$ cat config.mk
export PLATFORM = sky130hd
export DESIGN_NAME = alu_sched
export DESIGN_NICKNAME = d
export VERILOG_FILES = /design/src/rtl/alu_sched_pkg.sv /design/src/rtl/alu_sched_rr_arbiter.sv /design/src/rtl/alu_sched.sv
export SDC_FILE = /design/constraint.sdc
export NUM_CORES = 1
export LEC_CHECK = 0
export CAP_MARGIN = 30
export CORE_UTILIZATION = 45
export DETAILED_ROUTE_END_ITERATION = 7
export PLACE_DENSITY = 0.93
export SYNTH_ARGS = -nofsm -noshare
export SYNTH_HDL_FRONTEND = slang
export SYNTH_SLANG_ARGS = --single-unit
$ cat constraint.sdc
create_clock -name clk -period 3.15 [get_ports clk]
set_input_delay 0.315 -clock clk [delete_from_list [all_inputs] [get_ports clk]]
set_output_delay 0.315 -clock clk [all_outputs]
set_load 0.01 [all_outputs]
$ cat src/rtl/alu_sched_pkg.sv
// Shared constants and types for the alu_sched ALU scheduler.
package alu_sched_pkg;

  localparam int unsigned NREQ_DEF     = 4;
  localparam int unsigned ALU_WAIT_DEF = 2;

  localparam logic [1:0] OP_ADD = 2'd0;
  localparam logic [1:0] OP_SUB = 2'd1;
  localparam logic [1:0] OP_CMP = 2'd2;
  localparam logic [1:0] OP_AND = 2'd3;

  typedef enum logic [1:0] {
    IDLE = 2'd0,
    EXEC = 2'd1,
    RESP = 2'd2
  } state_e;

endpackage

$ cat src/rtl/alu_sched_rr_arbiter.sv
// Combinational round-robin arbiter: grants the first requester at or after ptr_i,
// wrapping from NREQ-1 back to 0.
module rr_arbiter #(
  parameter  int unsigned NREQ = 4,
  localparam int unsigned IW   = $clog2(NREQ)
) (
  input  logic [NREQ-1:0] req_i,
  input  logic [IW-1:0]   ptr_i,
  output logic [NREQ-1:0] grant_o,
  output logic [IW-1:0]   idx_o
);

  localparam int unsigned SW = IW + 1;

  logic [SW-1:0] cand;
  logic          found;

  // Candidate index is kept one bit wider so the wrap compare works for any NREQ.
  always_comb begin
    grant_o = '0;
    idx_o   = '0;
    found   = 1'b0;
    cand    = '0;
    for (int unsigned k = 0; k < NREQ; k++) begin
      cand = SW'(ptr_i) + SW'(k);
      if (cand >= SW'(NREQ)) begin
        cand = cand - SW'(NREQ);
      end
      if (!found && req_i[cand[IW-1:0]]) begin
        found                   = 1'b1;
        grant_o[cand[IW-1:0]]   = 1'b1;
        idx_o                   = cand[IW-1:0];
      end
    end
  end

endmodule

$ cat src/rtl/alu_sched.sv
// Round-robin scheduler sharing one 4-bit ALU between NREQ requesters.
// Define ALU_SCHED_CNT_EN to add the saturating op_count output.
module alu_sched
  import alu_sched_pkg::*;
#(
  parameter  int unsigned NREQ     = NREQ_DEF,
  parameter  int unsigned ALU_WAIT = ALU_WAIT_DEF,
  localparam int unsigned IW       = $clog2(NREQ)
) (
  input  logic              clk,
  input  logic              rst,
  input  logic [NREQ-1:0]   req_valid,
  output logic [NREQ-1:0]   req_ready,
  input  logic [2*NREQ-1:0] req_op,
  input  logic [4*NREQ-1:0] req_a,
  input  logic [4*NREQ-1:0] req_b,
  output logic              rsp_valid,
  input  logic              rsp_ready,
  output logic [IW-1:0]     rsp_id,
  output logic [3:0]        rsp_y,
  output logic [1:0]        alu_s,
  output logic [3:0]        alu_a,
  output logic [3:0]        alu_b,
  input  logic [3:0]        alu_y
`ifdef ALU_SCHED_CNT_EN
  ,
  output logic [7:0]        op_count
`endif
);

  localparam int unsigned CW = $clog2(ALU_WAIT + 1);

  state_e        state_q, state_d;
  logic [IW-1:0] ptr_q, ptr_d;
  logic [CW-1:0] cnt_q, cnt_d;
  logic [IW-1:0] id_q, id_d;
  logic [3:0]    y_q, y_d;
  logic          vld_q, vld_d;
  logic [1:0]    s_q, s_d;
  logic [3:0]    a_q, a_d;
  logic [3:0]    b_q, b_d;

  logic [NREQ-1:0] grant;
  logic [IW-1:0]   gidx;
  logic [1:0]      op_arr [NREQ];
  logic [3:0]      a_arr  [NREQ];
  logic [3:0]      b_arr  [NREQ];

  for (genvar i = 0; i < NREQ; i++) begin : g_unpack
    assign op_arr[i] = req_op[2*i +: 2];
    assign a_arr[i]  = req_a[4*i +: 4];
    assign b_arr[i]  = req_b[4*i +: 4];
  end

  rr_arbiter #(.NREQ(NREQ)) u_arb (
    .req_i   (req_valid),
    .ptr_i   (ptr_q),
    .grant_o (grant),
    .idx_o   (gidx)
  );

  always_ff @(posedge clk or posedge rst) begin
    if (rst) begin
      state_q <= IDLE;
    end else begin
      state_q <= state_d;
    end
  end

  // The ALU operand registers double as the captured request; they are zero outside EXEC.
  always_comb begin
    state_d   = state_q;
    ptr_d     = ptr_q;
    cnt_d     = cnt_q;
    id_d      = id_q;
    y_d       = y_q;
    vld_d     = vld_q;
    s_d       = s_q;
    a_d       = a_q;
    b_d       = b_q;
    req_ready = '0;
    unique case (state_q)
      IDLE: begin
        if (!rst && (|req_valid)) begin
          req_ready = grant;
          s_d       = op_arr[gidx];
          a_d       = a_arr[gidx];
          b_d       = b_arr[gidx];
          id_d      = gidx;
          cnt_d     = CW'(ALU_WAIT - 1);
          state_d   = EXEC;
        end
      end
      EXEC: begin
        if (cnt_q == '0) begin
          y_d     = alu_y;
          ptr_d   = (id_q == IW'(NREQ - 1)) ? '0 : id_q + IW'(1);
          s_d     = '0;
          a_d     = '0;
          b_d     = '0;
          vld_d   = 1'b1;
          state_d = RESP;
        end else begin
          cnt_d = cnt_q - CW'(1);
        end
      end
      RESP: begin
        if (rsp_ready) begin
          vld_d   = 1'b0;
          state_d = IDLE;
        end
      end
      default: state_d = IDLE;
    endcase
  end

  always_ff @(posedge clk or posedge rst) begin
    if (rst) begin
      ptr_q <= '0;
      cnt_q <= '0;
      id_q  <= '0;
      y_q   <= '0;
      vld_q <= 1'b0;
      s_q   <= '0;
      a_q   <= '0;
      b_q   <= '0;
    end else begin
      ptr_q <= ptr_d;
      cnt_q <= cnt_d;
      id_q  <= id_d;
      y_q   <= y_d;
      vld_q <= vld_d;
      s_q   <= s_d;
      a_q   <= a_d;
      b_q   <= b_d;
    end
  end

  assign rsp_valid = vld_q;
  assign rsp_id    = id_q;
  assign rsp_y     = y_q;
  assign alu_s     = s_q;
  assign alu_a     = a_q;
  assign alu_b     = b_q;

`ifdef ALU_SCHED_CNT_EN
  logic [7:0] opc_q, opc_d;

  // Completed-op counter, saturating at 255.
  always_comb begin
    opc_d = opc_q;
    if ((state_q == RESP) && rsp_ready && (opc_q != 8'hFF)) begin
      opc_d = opc_q + 8'd1;
    end
  end

  always_ff @(posedge clk or posedge rst) begin
    if (rst) begin
      opc_q <= '0;
    end else begin
      opc_q <= opc_d;
    end
  end

  assign op_count = opc_q;
`endif

endmodule

==> reports/qor_table.md <==
| Parameter | Reported | Unit |
|:---|:---|:---|
| Initial core utilization | 0.477 | - |
| Master cell of the clock root buffer | sky130_fd_sc_hd__clkbuf_8 | - |
| FF+latch count, synth | 23 | - |
| Critical path arrival | 2.69 | ns |
| Antenna violations before repair | 0 | - |
| Number of H-tree branching levels | 1 | - |
| Post-Synthesis Cell Area | 1950 | um^2 |
| N_diodes | 0 | - |
| Largest family of logic cells by synthesized area | compound AO/OA/AOI/OAI gates | - |
| Quantity of hold-fixing buffers added after cts | 0 | - |
| Path class of the lowest-slack min-delay path | flip-flop to flip-flop | - |
| Critical-path top delay cell | sky130_fd_sc_hd__clkdlybuf4s50_1 | - |
| Critical Path Start Type | flip-flop | - |
| Global-route total usage across every layer | 0.248 | - |
| CTS Buffer Depth | 2 | - |
| Arithmetic-cell share of the synthesized area counting full adders, half adders and majority gates | 0.0642 | - |
| Placer's final routability congestion estimate | 0.783 | - |
| Outcome | finished, final reports clean | - |
| Peak per-stage delay on the critical path | 0.54 | ns |
| Number of nets in the synthesized netlist | 253 | - |
| Number of DRC markers in iteration 0 | 174 | - |
| Crit path top cell by count | sky130_fd_sc_hd__nor2_1 | - |
| Most common cell in the synthesized netlist | sky130_fd_sc_hd__a221oi_1 | - |
| Cell count after placement | 303 | - |
| Number of remaining DRC errors | 0 | - |
| Number of cells produced by synthesis | 192 | - |
| Maxcap violations | 0 | - |
| Vias per std cell | 6.23 | - |
| Register area share after synthesis | 0.295 | - |
| Num rows | 23 | - |
| Clock sink count | 23 | - |
| IO buf count | 71 | - |
| Worst setup path class | flip-flop to output pin | - |
| Maximum VDD drop | 0.449 | mV |
| Max Freq | 333 | MHz |
| Nets | 320 | - |
| Simple-Gate Fraction of Synth Area | 0.112 | - |
| Main flop type after synthesis | sky130_fd_sc_hd__dfrtp_1 | - |
| Vias in the first global route | 1,870 | - |
| Pins Over Slew Limit | 0 | - |
| Horizontal die dimension | 67.8 | um |
| First-pass GRT wire length | 8620 | um |
| Top-Level Pins | 72 | - |
| Pwr dens | 911 | nW/um^2 |
| Worst slew pin tran | 0.875 | ns |
| Setup TNS | 0 | ns |
| Setup slack at placement | 0.212 | ns |
| First-pass detailed-route iteration total | 4 | - |
| Most area-hungry cell type in the Yosys netlist | sky130_fd_sc_hd__dfrtp_1 | - |
| Min Clock Period, post-route | 3.01 | ns |
| Post-synth EDFFs | 0 | - |
| Die Ht | 67.8 | um |
| Family with the most delay on the worst path | buffers and inverters | - |
| Ranking of synthesized cells by instance count | sky130_fd_sc_hd__a221oi_1 (24), sky130_fd_sc_hd__dfrtp_1 (23), sky130_fd_sc_hd__nor2_1 (16) | - |
| Cells along the critical path | inv_1, ha_4, mux4_2, nor2b_4, a22oi_1, nor2_1, a221oi_1, nor2_1, clkdlybuf4s50_1 | - |
| Average wire length per cell after detail routing | 17.6 | um |
| Leading post-synthesis cells by cell area | sky130_fd_sc_hd__dfrtp_1 (30%), sky130_fd_sc_hd__a221oi_1 (11%), sky130_fd_sc_hd__a2111oi_2 (8.5%) | - |
| CTS tree | built | - |
| Area grow syn2layout | 39.4 | % |
| Smallest setup slack after layout | 0.143 | ns |
| Final number of setup-violating endpoints | 0 | - |
| Total die area | 4600 | um^2 |
| Count of yosys warnings during synthesis | 0 | - |
| Post-Route Skew | 0.00133 | ns |
| Core Footprint | 4090 | um^2 |
| Synthesized area divided by synthesized cell count | 10.2 | um^2 |
| Leak pwr | 1.08 | nW |
| Endpoint kind of the worst setup timing path | output pin | - |
| Required time worst endpoint | 2.83 | ns |
| Final worst-path cycle share | 0.954 | - |
| Worst slew margin relative to its limit | 0.416 | - |
| Total number of vias | 1,919 | - |
| Inserted Clock Buffers | 3 | - |
| Post-synth top area share | 0.295 | - |
| Mux share of post-synthesis cell area | 0.136 | - |
| Synth Area in Compound Gates | 0.325 | - |
| Unrepaired setup endpoints after global routing | false | - |
| Share of final-layout standard cells stronger than drive strength 1 | 0.143 | - |
| DRT antenna net count | 0 | - |
| Share of flip-flops with an asynchronous set or reset after synthesis | 1.00 | - |
| Critical path peak fanout | 10 | - |
| Worst skew pair latency | 0.27 | ns |
| Final Hold Vio Count | 0 | - |
| Maximum number of pins on one net before global-route repair | 24 | - |
| Xor and xnor area share after synthesis | 0 | - |
| Post-route worst hold slack | 0.496 | ns |
| Post-detailed-routing wire length | 5420 | um |
| Sum of overflow across all layers after global routing | 0 | - |
| Post-synth cell types | 42 | - |
| Final standard cell count with taps included and fillers excluded | 308 | - |
| Clock-pin slew on the worst setup and hold paths | 0.08 | ns |
| HPWL after DPL | 3960 | um |
| Critical path buffers and inverters | 2 | - |
## final timing paths
check | from | endpoint | slack [ns] | cells past startpoint
max in group asynchronous | rst | alu_b[0] | 2.01 | 2
min in group asynchronous | rst | cnt_q[0] | 0.61 | 2
max | ptr_q[0] | req_ready[3] | 0.14 | 9
min | cnt_q[0] | cnt_q[0] | 0.50 | 1
min reg2reg | cnt_q[0] | cnt_q[0] | 0.50 | 1
max reg2reg | ptr_q[0] | alu_a[0] | 0.33 | 9
## cells by family after synthesis
kind of cell	Yosys count
adders and majority gates	10
and+or+nand+nor	42
AOI/OAI and AO/OA	73
DFF	23
muxes	22
buffers and inverters	22
## state kept, by name (all words and copies together) (netlist names)
| name | flops |
|---|---|
| alu_b | 4 |
| state_q | 2 |
| rsp_id | 2 |
| ptr_q | 2 |
| rsp_y | 4 |
| alu_s | 2 |
| cnt_q | 2 |
| alu_a | 4 |
| rsp_valid | 1 |
## cell type report
| class | count | area, um^2 |
|---|---|---|
| Fill cell | 331 | 1370 |
| Multi-Input combinational cell | 147 | 1250 |
| Timing Repair Buffer | 76 | 748 |
| Sequential cell | 23 | 576 |
| Tap cell | 50 | 62.6 |
| Clock buffer | 3 | 41.3 |
| Inverter | 8 | 30.0 |
| Clock inverter | 1 | 5.00 |
## routing by layer
metal | share of wire | GRT usage
met4 | 0.0098 | 0.0651
met1 | 0.39 | 0.303
met2 | 0.53 | 0.443
met5 | 0 | 0
met3 | 0.071 | 0.0483
## worst reg2reg max path: stages (launching register included)
cell and delay, ns:
sky130_fd_sc_hd__dfrtp_1 0.38, sky130_fd_sc_hd__inv_1 0.23, sky130_fd_sc_hd__ha_4 0.29, sky130_fd_sc_hd__and3b_1 0.17, sky130_fd_sc_hd__o21ai_1 0.14, sky130_fd_sc_hd__o211ai_2 0.17, sky130_fd_sc_hd__buf_4 0.19, sky130_fd_sc_hd__o21ai_1 0.62
sky130_fd_sc_hd__a221oi_1 0.14, sky130_fd_sc_hd__a2111oi_2 0.38
## report_power, final
part | leakage [nW] | total (mW) | switching [mW] | internal (mW)
sequential | 0.270 | 0.555 | 0.108 | 0.447
combinational | 0.786 | 1.73 | 0.879 | 0.854
clock | 0.0255 | 0.187 | 0.0982 | 0.0885
## cell usage in the layout (no fill, tap or decap), drive strengths merged, types with 2 or more instances in the layout
cell and instances:
clkdlybuf4s50 71, ha 10, nor2 16, clkbuf 3, o211a 2, a221oi 25
nand3 2, a2111oi 11, mux2 6, dfrtp 23, a22oi 4, or2 2
mux2i 13, o21ai 10, buf 5, nand2 10, a21oi 13, nor3b 3
nor2b 3, mux4 3, inv 8
## stage by stage
step                      utilization  cell area, um^2  total power [mW]
after detailed placement        0.649             2650              2.25
final                           0.665             2720              2.47
after global placement          0.649             2650              2.19
after CTS                       0.660             2700              2.45
after global routing            0.665             2720              2.66
after floorplan                     -             1950              1.75
## repair_timing
action / in CTS / in global routing
endpoints found under the hold margin: 0 / 0
gates resized for setup: 0 / 2
buffers inserted: 0 / 1
setup endpoints to repair: 0 / 4
(Power assumes the default switching activity.)
==> edit 1, RTL diff (same flow settings) <==
The package constant `NREQ_DEF` goes from 4 to 8.
--- a/src/rtl/alu_sched_pkg.sv
+++ b/src/rtl/alu_sched_pkg.sv
@@ -2,5 +2,5 @@
 package alu_sched_pkg;
 
-  localparam int unsigned NREQ_DEF     = 4;
+  localparam int unsigned NREQ_DEF     = 8;
   localparam int unsigned ALU_WAIT_DEF = 2;
 
Interface: changed (6 resized); port bits go from 72 to 121. No check against the original RTL was run, so the function may have changed too.
==> edit 1 against the unedited design <==
  * The flow now finishes with violations (negative setup slack)
  * Hold slack improved by 0.012 ns
  * Via count increased to 2.6 times the old value
  * Sequential cell count increased by 2
  * Cell area increased by 110%
  * Critical path depth increased by 6
  * Area after synthesis increased by 82%
  * Total power increased to 3.4 times the old value
  * Wire length increased to 3.1 times the old value
  * Clock power increased by 3%
  * Core utilization increased by 11 points
  * Non-clock buffer count increased by 137
  * Die area increased by 79%
  * Worst setup slack got worse by 0.89 ns
  * Largest cell class unchanged
  * Largest power group unchanged
==> edit 1: results (changes against the unedited design) <==
- Met2 Use GR: 62.1% (+18 points)
- Arrival time of the worst setup path: 3.58 ns (+0.89 ns)
- Pre-antenna DRT Iters: 6 (+2)
- Initial DRC count: 645 (+270%)
- Worst-case vdd ir drop: 0.000803 V (+79%)
- Vias per cell: 7.07 (+13%)
- Met1 WL: 5710 um (+170%)
- Final TNS setup: -11.24 ns (-11.24 ns)
- Largest net degree at the start of global routing: 26 (+8.3%)
- Failing checks: negative setup slack
- Vias: 4997 (+160%)
- GPL Wtd Cong: 1.01 (+29%)
- Fillers: 393 (+19%)
- Hpwl dp: 10100 um (+160%)
- Share of layout cells above drive strength 1: 34.2% (+20 points)
- Flop2flop setup slack: -0.66 ns (-0.99 ns)
- Routed wl met3: 2010 um (+430%)
- Static Leak: 2.32 nW (+110%)
- Synth top cells by count: 65 x nand2_1, 25 x dfrtp_1, 25 x o21ai_0, 21 x o211ai_1, 19 x nor3_1
- Sequential share of the synthesized area: 17.7% (-12 points)
- Final worst slack: -0.743 ns (-0.886 ns)
- # setup viols final: 21 (+21)
- Post-CTS Setup Repair Bufs: 14 (+14)
- Dpl cells: 679 (+120%)
- Outcome: finished, violations left
- # port buffers: 120 (+69%)
- GRT Util Overall: 35.9% (+11 points)
- Synth top area cells: dfrtp_1 18%, mux4_2 8.9%, nand2_1 6.9%
- Mapped Nets: 532 (+110%)
- WL/cell: 23.7 um (+35%)
edit 1: power breakdown:
group / internal [mW] / leakage [nW] / switching, mW
logic: 3.38 / 1.99 / 4.14
registers: 0.477 / 0.306 / 0.131
clock network: 0.0886 / 0.0255 / 0.104
total: 3.95 / 2.32 / 4.38
edit 1: worst max-delay path, cell delays in order, from the launching register on:
cell      delay [ns]
dfrtp_1         0.45
inv_6           0.06
ha_4            0.35
buf_4           0.17
nor2b_1         0.06
a211oi_1        0.41
buf_4           0.21
a221o_1         0.26
nand4_2         0.19
nor3_2          0.27
a21oi_2         0.09
mux2i_2         0.27
buf_4           0.17
mux2i_1         0.07
nor2_1          0.14
buf_2           0.15
edit 1: path summary, 6_finish.rpt:
check                          from            to  cells after the start
max                        ptr_q[1]  req_ready[3]                     15
min                        alu_a[2]      alu_a[2]                      1
max reg2reg                ptr_q[1]      alu_s[0]                     13
min reg2reg                alu_a[2]      alu_a[2]                      1
max in group asynchronous       rst      alu_s[1]                      2
min in group asynchronous       rst      rsp_y[0]                      2
edit 1: final cells by class:
type | instances | share of cell area, %
inverters | 14 | 1.00
multi-input cells | 352 | 51.0
flip-flops and latches | 25 | 10.9
repair buffers | 213 | 34.1
clock buffers | 3 | 0.719
well taps | 99 | 2.16
clock inverters | 1 | 0.0872
edit 1: cells by family (layout without fill, tap and decap cells):
group | count (synthesis) | after routing | share of synthesized area (%)
AO/OA/AOI/OAI | 134 | 134 | 28.9
XOR/XNOR | 4 | 4 | 1.41
adder cells (fa/ha/maj) | 9 | 9 | 3.18
buffers and inverters | 51 | 231 | 6.93
flip-flops | 25 | 25 | 17.7
multiplexers | 54 | 54 | 21.1
AND/OR/NAND/NOR | 151 | 151 | 20.8
==> edit 2, RTL diff (same settings) <==
Without the edit above. Take the reset off `y_q` and load it in a clocked block of its own.
--- a/src/rtl/alu_sched.sv
+++ b/src/rtl/alu_sched.sv
@@ -120,5 +120,4 @@
       cnt_q <= '0;
       id_q  <= '0;
-      y_q   <= '0;
       vld_q <= 1'b0;
       s_q   <= '0;
@@ -129,5 +128,4 @@
       cnt_q <= cnt_d;
       id_q  <= id_d;
-      y_q   <= y_d;
       vld_q <= vld_d;
       s_q   <= s_d;
@@ -135,4 +133,8 @@
       b_q   <= b_d;
     end
+  end
+
+  always_ff @(posedge clk) begin
+    y_q <= y_d;
   end
 
Formal check against the unedited RTL: differs if rst is asserted again (counterexample within 4 cycles, from zero or initial values and one cycle with rst high); with rst held inactive, the same outputs for 10 cycles.
==> edit 2 against the unedited design <==
  * The run now ends with design-rule violations left
  * Global-route usage is 0.11 points higher
  * Worst setup slack worse by 0.14 ns
  * Wire length is 15% higher
  * Area after synthesis is 8.2% higher
  * Cell area is 7.0% higher
  * Sequential power is 3% lower
  * Sequential cell count stayed put
  * Total power is 2.8% higher
==> edit 2: results (changes against the unedited design) <==
- P_int: 1.35 mW (-2.7%)
- Count leader, synth: a21oi_1
- DRC Markers: 12 (+12)
- Arrival time of the worst setup path: 2.83 ns (+0.14 ns)
- Pre-antenna DRT Iters: 7 (+3)
- Syn Area/Cell: 7.90 um2 (-22%)
- Hpwl dp: 4430 um (+12%)
- FFs w/ async S/R, synth: 82.6% (-17 points)
- Sequential share of the synthesized area: 28.2% (-1.3 points)
- Compound-cell area share of the yosys netlist: 30.6% (-1.9 points)
- Drt total wl: 6210 um (+15%)
- Met2 Use GR: 41.7% (-2.6 points)
- Met2 WL post-DR: 3100 um (+8.9%)
- Worst-case vdd ir drop: 0.000448 V (-0.35%)
- Vias: 2367 (+23%)
- Worst slack, placed: 0.184 ns (-0.0286 ns)
- Slew margin rel.: 52.5% (+11 points)
- Worst-path maximum fanout: 8 (-2)
- # diodes: 0 (unchanged)
- Failing checks: design-rule violations
- Count of flip-flops with a built-in enable after synthesis: 4 (+4)
- Flop2flop setup slack: 0.50 ns (+0.17 ns)
- Outcome: finished, violations left
- Dpl cell area: 0.00284 mm2 (+7.0%)
- Global-route met1 utilization: 33.0% (+2.7 points)
- Share of layout cells above drive strength 1: 8.51% (-5.8 points)
- Nets: 391 (+22%)
- Clk Latency, worst-skew pair: 0.27 ns (about the same)
- CTS Buffer Depth: 2 (unchanged)
- # port buffers: 71 (unchanged)
- Final hold slack: 0.523 ns (+0.0268 ns)
- GRT Util Overall: 24.9% (+0.11 points)
- Routed wl met3: 395 um (+3.4%)
- Multiplexer share of the synthesized area: 4.74% (-8.9 points)
- Synth top cells by count: 24 x a21oi_1, 23 x nand2_1, 22 x nand3_1, 19 x dfrtp_1, 17 x o21ai_0
- Clock Skews: 0.00184 ns (+0.000506 ns)
- Met3 GRT Util: 2.31% (-2.5 points)
- Clock-pin slew on the worst setup and hold paths: 0.08 ns (about the same)
- Adder-Cell Fraction of Synth Area: 5.93% (-0.49 points)
- Distinct cells, synth: 40 (-4.8%)
- Vias in the first global route: 2171 (+16%)
- Synth top area cells: dfrtp_1 23%, ha_1 5.9%, a21oi_1 5.7%
- Vias per cell: 6.21 (-0.29%)
- Static Leak: 1.17 nW (+8.0%)
- GPL Wtd Cong: 0.886 (+13%)
- Initial DRC count: 308 (+77%)
- Top_reg_cell synth: dfrtp_1
- Cells on worst reg2reg path: 8 (-1)
- Final worst slack: 0.00508 ns (-0.138 ns)
- First-pass GRT wire length: 10100 um (+17%)
- Met1 WL: 2540 um (+19%)
- Largest net degree at the start of global routing: 46 (+92%)
- Mapped Nets: 328 (+30%)
==> edit 2: cell families (layout without fill, tap and decap cells) <==
group           Yosys count  after routing
compound gates           97             97
mux                       7              7
fa+ha+maj                10             10
simple gates             88             88
buf+inv                  42            104
flops                    23             23
==> edit 2: path summary, 6_finish.rpt <==
path	from	endpoint
worst min register to register	cnt_q[0]	cnt_q[0]
max in group asynchronous	rst	alu_b[3]
min in group asynchronous	rst	state_q[1]
worst max-delay path	ptr_q[1]	req_ready[0]
worst max register to register	ptr_q[1]	alu_b[0]
worst min-delay path	cnt_q[0]	cnt_q[0]
==> edit 2: power groups by stage <==
stage          registers, mW  clock network, mW  logic [mW]
2_1_floorplan          0.580                  0        1.16
3_3_place_gp           0.532                  0        1.67
3_5_place_dp           0.539                  0        1.74
4_1_cts                0.534              0.190        1.75
5_1_grt                0.554              0.200        1.98
6_report               0.538              0.186        1.82
==> edit 2: layout make-up <==
cell class | count | area, um2
fill | 375 | 1540
multi-input combinational | 202 | 1330
timing repair buffer | 84 | 816
sequential | 23 | 596
tap | 52 | 65.1
inverter | 16 | 60.1
clock buffer | 3 | 41.3
clock inverter | 1 | 5.00
==> edit 2: critical path, stage by stage, from the launching register on <==
cell	delay [ns]
dfrtp_1	0.37
inv_1	0.13
ha_4	0.35
mux2_2	0.34
a32oi_1	0.38
nor2_1	0.17
a221oi_1	0.28
nor2_1	0.06
clkdlybuf4s50_1	0.48
==> edit 2: repair_timing <==
item / 4_1_cts / 5_1_grt
setup buffers: 0 / 0
endpoints found under the hold margin: 0 / 0
setup endpoints to repair: 2 / 4
resized for setup: 1 / 5
pin swaps: 0 / 0
